<file path="src/rtl/ps2_rx_ctrl.sv">
// PS/2 receive controller: synchronizes and filters the raw PS/2 lines, shifts in 11-bit frames
// and reports each completed frame as a good byte or a frame/parity/timeout error strobe.
module ps2_rx_ctrl #(
   parameter int unsigned FILTER_LEN     = 8,
   parameter int unsigned TIMEOUT_CYCLES = 50000
) (
   input  logic       clk,
   input  logic       rst_n,
   input  logic       ps2_clk,
   input  logic       ps2_data,
   input  logic       rx_en,
   output logic [7:0] data_out,
   output logic       data_valid,
   output logic       err_frame,
   output logic       err_parity,
   output logic       err_timeout,
   output logic       busy
);

   localparam int unsigned TW = $clog2(TIMEOUT_CYCLES + 1);

   typedef enum logic [1:0] {StIdle, StRecv, StCheck} state_e;

   logic [1:0]    clk_sync_q, dat_sync_q;
   logic [7:0]    filt_cnt_q;
   logic          filt_q, fall_q;
   state_e        state_q, state_d;
   logic [3:0]    cnt_q, cnt_d;
   logic [TW-1:0] tcnt_q, tcnt_d;
   logic [10:0]   frame_q, frame_d;
   logic [7:0]    data_q, data_d;
   logic          valid_q, valid_d;
   logic          ferr_q, ferr_d;
   logic          perr_q, perr_d;
   logic          terr_q, terr_d;
   logic          busy_q;
   logic          to_hit;

   // Input conditioning: two-stage synchronizers, then a run-length filter on the clock line.
   always_ff @(posedge clk) begin
      if (!rst_n) begin
         clk_sync_q <= 2'b11;
         dat_sync_q <= 2'b11;
         filt_cnt_q <= 8'd0;
         filt_q     <= 1'b1;
         fall_q     <= 1'b0;
      end else begin
         clk_sync_q <= {clk_sync_q[0], ps2_clk};
         dat_sync_q <= {dat_sync_q[0], ps2_data};
         fall_q     <= 1'b0;
         if (clk_sync_q[1] != filt_q) begin
            if (filt_cnt_q == 8'(FILTER_LEN - 1)) begin
               filt_q     <= ~filt_q;
               filt_cnt_q <= 8'd0;
               fall_q     <= filt_q;
            end else begin
               filt_cnt_q <= filt_cnt_q + 8'd1;
            end
         end else begin
            filt_cnt_q <= 8'd0;
         end
      end
   end

   // Registered error is due TIMEOUT_CYCLES after the last fall, so fire one cycle early here.
   assign to_hit = (32'(tcnt_q) + 32'd1) >= (TIMEOUT_CYCLES - 32'd1);

   always_comb begin
      state_d = state_q;
      cnt_d   = cnt_q;
      tcnt_d  = tcnt_q;
      frame_d = frame_q;
      data_d  = data_q;
      valid_d = 1'b0;
      ferr_d  = 1'b0;
      perr_d  = 1'b0;
      terr_d  = 1'b0;
      unique case (state_q)
         StIdle: begin
            if (fall_q && rx_en) begin
               frame_d = {frame_q[9:0], dat_sync_q[1]};
               cnt_d   = 4'd1;
               tcnt_d  = '0;
               state_d = StRecv;
            end
         end
         StRecv: begin
            if (fall_q) begin
               frame_d = {frame_q[9:0], dat_sync_q[1]};
               cnt_d   = cnt_q + 4'd1;
               tcnt_d  = '0;
               if (cnt_q == 4'd10) state_d = StCheck;
            end else if (to_hit) begin
               terr_d  = 1'b1;
               cnt_d   = 4'd0;
               tcnt_d  = '0;
               state_d = StIdle;
            end else begin
               tcnt_d = tcnt_q + TW'(1);
            end
         end
         StCheck: begin
            if (frame_q[10] || !frame_q[0]) begin
               ferr_d = 1'b1;
            end else if (!(^frame_q[9:1])) begin
               perr_d = 1'b1;
            end else begin
               valid_d = 1'b1;
               for (int i = 0; i < 8; i++) data_d[i] = frame_q[9-i];
            end
            cnt_d   = 4'd0;
            state_d = StIdle;
         end
         default: state_d = StIdle;
      endcase
   end

   always_ff @(posedge clk) begin
      if (!rst_n) begin
         state_q <= StIdle;
         cnt_q   <= 4'd0;
         tcnt_q  <= '0;
         frame_q <= 11'd0;
         data_q  <= 8'd0;
         valid_q <= 1'b0;
         ferr_q  <= 1'b0;
         perr_q  <= 1'b0;
         terr_q  <= 1'b0;
         busy_q  <= 1'b0;
      end else begin
         state_q <= state_d;
         cnt_q   <= cnt_d;
         tcnt_q  <= tcnt_d;
         frame_q <= frame_d;
         data_q  <= data_d;
         valid_q <= valid_d;
         ferr_q  <= ferr_d;
         perr_q  <= perr_d;
         terr_q  <= terr_d;
         busy_q  <= (state_d != StIdle);
      end
   end

   assign data_out    = data_q;
   assign data_valid  = valid_q;
   assign err_frame   = ferr_q;
   assign err_parity  = perr_q;
   assign err_timeout = terr_q;
   assign busy        = busy_q;

endmodule

</file>
<file path="config.mk">
export PLATFORM = sky130hd
export DESIGN_NAME = ps2_rx_ctrl
export DESIGN_NICKNAME = d
export VERILOG_FILES = /design/src/rtl/ps2_rx_ctrl.sv
export SDC_FILE = /design/constraint.sdc
export NUM_CORES = 1
export LEC_CHECK = 0
export BUFFER_PORTS_ARGS = -buffer_cell sky130_fd_sc_hd__buf_2
export CORE_UTILIZATION = 55
export CTS_BUF_LIST = sky130_fd_sc_hd__clkbuf_16
export DETAILED_ROUTE_END_ITERATION = 16
export HOLD_SLACK_MARGIN = 0.05
export PLACE_DENSITY = 0.82
export SKIP_LAST_GASP = 1
export SLEW_MARGIN = 5
export SYNTH_ARGS = -nofsm -noshare
export SYNTH_HDL_FRONTEND = slang
export SYNTH_SLANG_ARGS = --single-unit
</file>
<file path="constraint.sdc">
create_clock -name clk -period 3.12 [get_ports clk]
set_clock_uncertainty 0.2 [all_clocks]
set_input_delay 0.624 -clock clk [delete_from_list [all_inputs] [get_ports clk]]
set_output_delay 0.624 -clock clk [all_outputs]
set_load 0.01 [all_outputs]
</file>
Word level (Yosys, flattened, before mapping)
Cells that the tools add are included.
W data, S select, Z words.
Storage, ports and cells
  register bits after elaboration: 60
  latch bits: 0
  memory bits (writable): 0
  bits in read-only memories: 0
  bits of input ports: 5
  output and inout bits: 13
  logic and storage cells: 72
  memories kept: 0
Operators by class
  add/subtract/negate cells: 4
  multipliers: 0
  div/mod/pow operators: 0
  order comparisons: 1
  equality and inequality tests: 8
  shifts and indexed selects: 0
  multiplexer cells: 20
  bitwise logic cells: 6
  reduce and logical (&&, ||, !) cells: 18
Operators by type and width (count)
  $mux W16: 3
  $pmux W16 S2: 1
  $mux W11: 2
  $pmux W11 S2: 1
  $add A16 B1 Y17 const B: 1
  $ge A17 B16 Y1 const B: 1
  $add A16 B1 Y16 const B: 1
  $mux W4: 3
  $pmux W4 S3: 1
  $reduce_and A3 Y1: 4
  $reduce_or A3 Y1: 3
  $reduce_xor A9 Y1: 1
  $add A8 B1 Y8 const B: 1
  $eq A8 B3 Y1 const B: 1
  $mux W2: 4
  $not A1 Y1: 6
  $reduce_and A2 Y1: 3
  $add A4 B1 Y4 const B: 1
  $eq A4 B4 Y1 const B: 1
  $mux W1: 4
  $ne A2 B2 Y1 const B: 2
  $pmux W2 S2: 1
  $reduce_bool A2 Y1: 2
  $ne A3 B3 Y1 const B: 1
  8 further kinds: 8

Depth between registers and ports, before layout
  word-level depth: 6
  depth in mapped cells: 10
  gate-level depth less buffers: 9

Worst setup path before layout
Ideal clock, no wire load.
  path kind: register to register
  from: reg tcnt_q[0]
  to: reg cnt_q[2]
  library setup time: 117 ps
  arrival: 2585 ps
  required time: 2803 ps
  setup slack: 217 ps
  stages on the path, launching flop included: 10
  path buffers: 0
  period minus slack after synthesis: 2903 ps
  path through: dfxtp_1 -> inv_1 -> ha_1 -> or3b_1 -> o211ai_1 -> a222oi_1 -> o31ai_2 -> a211oi_4 -> or3_1 -> a32o_1
On the way
  longest elaborated chain between the ends: 4
RTL lines
  from (decl): RTL line 29  | logic [TW-1:0] tcnt_q, tcnt_d;
  from (signal assigned): RTL line 133  | tcnt_q <= tcnt_d;
  $add A16 B1 Y17: RTL line 66  | assign to_hit = (32'(tcnt_q) + 32'd1) >= (TIMEOUT_CYCLES - 32'd1);
  $ge A17 B16 Y1: RTL line 66
  $ne A3 B3 Y1 (no line)
  $reduce_and A3 Y1 (no line)
  to (signal assigned): RTL line 132  | cnt_q <= cnt_d;
  to (decl): RTL line 28  | logic [3:0] cnt_q, cnt_d;
Every way passes these cells.
A chain may end at the register's enable or synchronous reset.

Final worst setup path
Same ends and word-level chain as after synthesis.

==> results_dict.tcl <==
set metrics [dict create \
    row_count 27 \
    dieWidth_um 78.6 \
    power.switching_w 0.000351 \
    switching_share_pct 20.3 \
    yosys_warnings 0 \
    peakVddDrop_v 0.000328 \
    crit_fanout 6 \
    placedCellCount 477 \
    drc_errors 0 \
    synth_area_leaders "dfxtp_1, nand2_1, nor2_1" \
    grt_pass1_vias 2729 \
    slew_headroom_pct 51.7 \
    gr-usage-met3_pct 4.19 \
    cts.sinks 60 \
    whs_path_depth 1 \
    cts_hold_buffers 0 \
    p_leak_nw 1.36 \
    htreeDepth 3 \
    ys_ff_latch 60 \
    num-fill-cells 479 \
    area_growth_pct 14.2 \
    yosys.area.top_type "dfxtp_1" \
    crit_required_ps 3130 \
    power_w 0.00173 \
    grtUsageMet1_pct 32.0 \
    die_h_um 78.6 \
    final_max_slew_viol_count 0 \
    min_from "clk_sync_q[0]$_SDFF_PN1_" \
    drv_cap 0 \
    synthesis.area_sq_um 3230 \
    grt_overflow 0 \
    pwr-share-clk_pct 54.2 \
    ys_seq_area_share_pct 37.2 \
    whs_ps 215 \
    synthCells 398 \
    avgSynthCellArea_sq_um 8.10 \
    drive_gt1_share_pct 14.8 \
    finalSetupViolations 0 \
    layout_commonest_cell "nand2_1" \
    clockBufferDepth 2 \
    gp_congestion 0.920 \
    wl_um 7430 \
    grt_busiest_layer "met2" \
    dpl.hpwl_um 4930 \
    wire_per_inst_um 15.1 \
    ioPinCount 18 \
    dieArea_sq_um 6170 \
    fin_tns_setup_ps 0 \
    synth_top_area_share_pct 37.2 \
    clk_pin_slew_ps 50 \
    drt_first_pass_iters 7 \
    internal_power_w 0.00138 \
    root_buffer "clkbuf_16" \
    grt_antenna_before_repair 0 \
    tightestPinTransition_ps 722 \
    clkLatencyLatePin_ps 330 \
    hold_end "clk_sync_q[1]$_SDFF_PN1_" \
    fin_crit_ps 3050 \
    finalHoldViolations 0 \
    max_freq_mhz 328 \
    ff_latch_area_sq_um 1210 \
    grt_first_pass_wirelength_um 12600 \
    ant_nets 0 \
    syn_nets 412 \
    multi_input_area_sq_um 1890 \
    fin_util_pct 66.1 \
    rr_worst_depth 9 \
    power.density_nw_per_um2 470 \
    post_cts_buffers 0 \
    pwr-share-comb_pct 1.2 \
    start_util_pct 57.9 \
    synth-main-ff-cell "dfxtp_1" \
    mostFrequentLayoutCells "nand2_1, dfxtp_1, nor2_1" \
    diodes 0 \
    synth.distinct_cells 63 \
    instances_no_fill 492 \
    r2r_slack_ps 70 \
    fp.coreArea_sq_um 5570 \
    start_kind "flip-flop" \
    reg2reg_to "cnt_q[2]$_SDFFE_PN0P_" \
    avgViaCountPerCell 6.06 \
    post_cts_resized 0 \
    arrival_ps 3060 \
    io_buffers 17 \
    dr.first_iter.drc_count 225 \
    grt_use_total_pct 26.1 \
    cts_buffers 9 \
    rsz0062_at_grt "yes" \
    grtUsageMet2_pct 43.7 \
    async_flop_share_pct 0 \
    crit_path_end_kind "flip-flop" \
    hold_path_class "reg -> reg" \
    fin_nets 430 \
    cts_tree "done" \
    crit_type "reg -> reg" \
    vias 2983 \
    outcome "finished clean" \
    fin_crit_sh_pct 97.6 \
    seqPwrFrac_pct 44.5 \
    timing.rr.start "tcnt_q[0]$_SDFFE_PN0P_" \
    grt_max_degree 35 \
    synth_edf_count 0 \
]
layout make-up:
type | instances | share of cell area [%]
Tap cell | 72 | 2.45
Inverter | 11 | 1.12
Clock buffer | 9 | 6.11
Sequential cell | 60 | 32.8
Multi-Input combinational cell | 305 | 51.2
Clock inverter | 6 | 1.56
Timing Repair Buffer | 29 | 4.76
metal layers:
layer  share of wire (%)  vias up
li1                    -     1439
met1                  45     1440
met2                  49       89
met3                 4.5       15
met4                 2.1        0
met5                   0        -
how the worst max path moves through the flow:
stage,endpoint,depth (start not counted),start
2_1_floorplan,cnt_q[2]$_SDFFE_PN0P_,9,tcnt_q[0]$_SDFFE_PN0P_
3_3_place_gp,cnt_q[2]$_SDFFE_PN0P_,8,tcnt_q[1]$_SDFFE_PN0P_
3_5_place_dp,cnt_q[2]$_SDFFE_PN0P_,8,tcnt_q[1]$_SDFFE_PN0P_
4_1_cts,cnt_q[2]$_SDFFE_PN0P_,8,tcnt_q[1]$_SDFFE_PN0P_
5_1_grt,busy$_SDFF_PN0_,9,tcnt_q[0]$_SDFFE_PN0P_
6_report,cnt_q[2]$_SDFFE_PN0P_,9,tcnt_q[0]$_SDFFE_PN0P_
per-stage QoR:
| stage | instance area, sq um | setup WS (ps) |
|---|---|---|
| finish | 3680 | 73.5 |
| global route | 3680 | -53.4 |
| CTS | 3670 | 27.4 |
| detailed placement | 3390 | 63.0 |
| global placement | 3390 | 150 |
| floorplan | 3230 | 217 |
cell usage after synthesis, types with 3 or more instances:
| library cell | instances |
|---|---|
| a211oi_1 | 3 |
| a21o_1 | 3 |
| a21oi_1 | 28 |
| a31oi_1 | 4 |
| and2_1 | 4 |
| and3_1 | 7 |
| buf_2 | 6 |
| buf_4 | 3 |
| clkbuf_1 | 12 |
| dfxtp_1 | 60 |
| ha_1 | 9 |
| inv_1 | 10 |
| mux2i_1 | 11 |
| nand2_1 | 62 |
| nand2b_1 | 4 |
| nand3_1 | 16 |
| nand4_1 | 3 |
| nor2_1 | 39 |
| nor2b_1 | 4 |
| nor3_1 | 13 |
| nor3b_1 | 4 |
| o211ai_1 | 3 |
| o21ai_0 | 12 |
| o22ai_1 | 8 |
| or2_2 | 3 |
| or3_1 | 3 |
| xnor2_1 | 10 |
| xor2_1 | 8 |
logic make-up after synthesis:
logic type / share of synthesized area (%)
buffers and inverters: 4.42
DFF: 37.2
adders and majority gates: 3.49
xor gates and xnor gates: 4.89
AOI/OAI and AO/OA: 18.6
muxes: 3.41
and+or+nand+nor: 28.0
registers in the layout, summed over array words and instances, names as in the netlist, 2 cells and up:
register and cells:
clk_sync_q 2, cnt_q 4, dat_sync_q 2, data_out 8
filt_cnt_q 8, frame_q 11, state_q 2, tcnt_q 16
worst max-delay path, cell delays in order, from the launching register on:
cell	delay [ps]
dfxtp_1	400
inv_1	60
ha_1	310
or3b_1	350
o211ai_1	170
a222oi_1	130
o31ai_2	490
a211oi_4	160
or3_1	400
a32o_1	260
power groups by stage:
stage	Clock (W)	Sequential (W)	Combinational, W
final	0.000939	0.000771	0.0000215
after global routing	0.000983	0.000771	0.0000236
after CTS	0.000947	0.000771	0.0000212
after detailed placement	0	0.000787	0.0000211
after global placement	0	0.000787	0.0000212
after floorplan	0	0.000787	0.0000135
(Power assumes the default switching activity.)
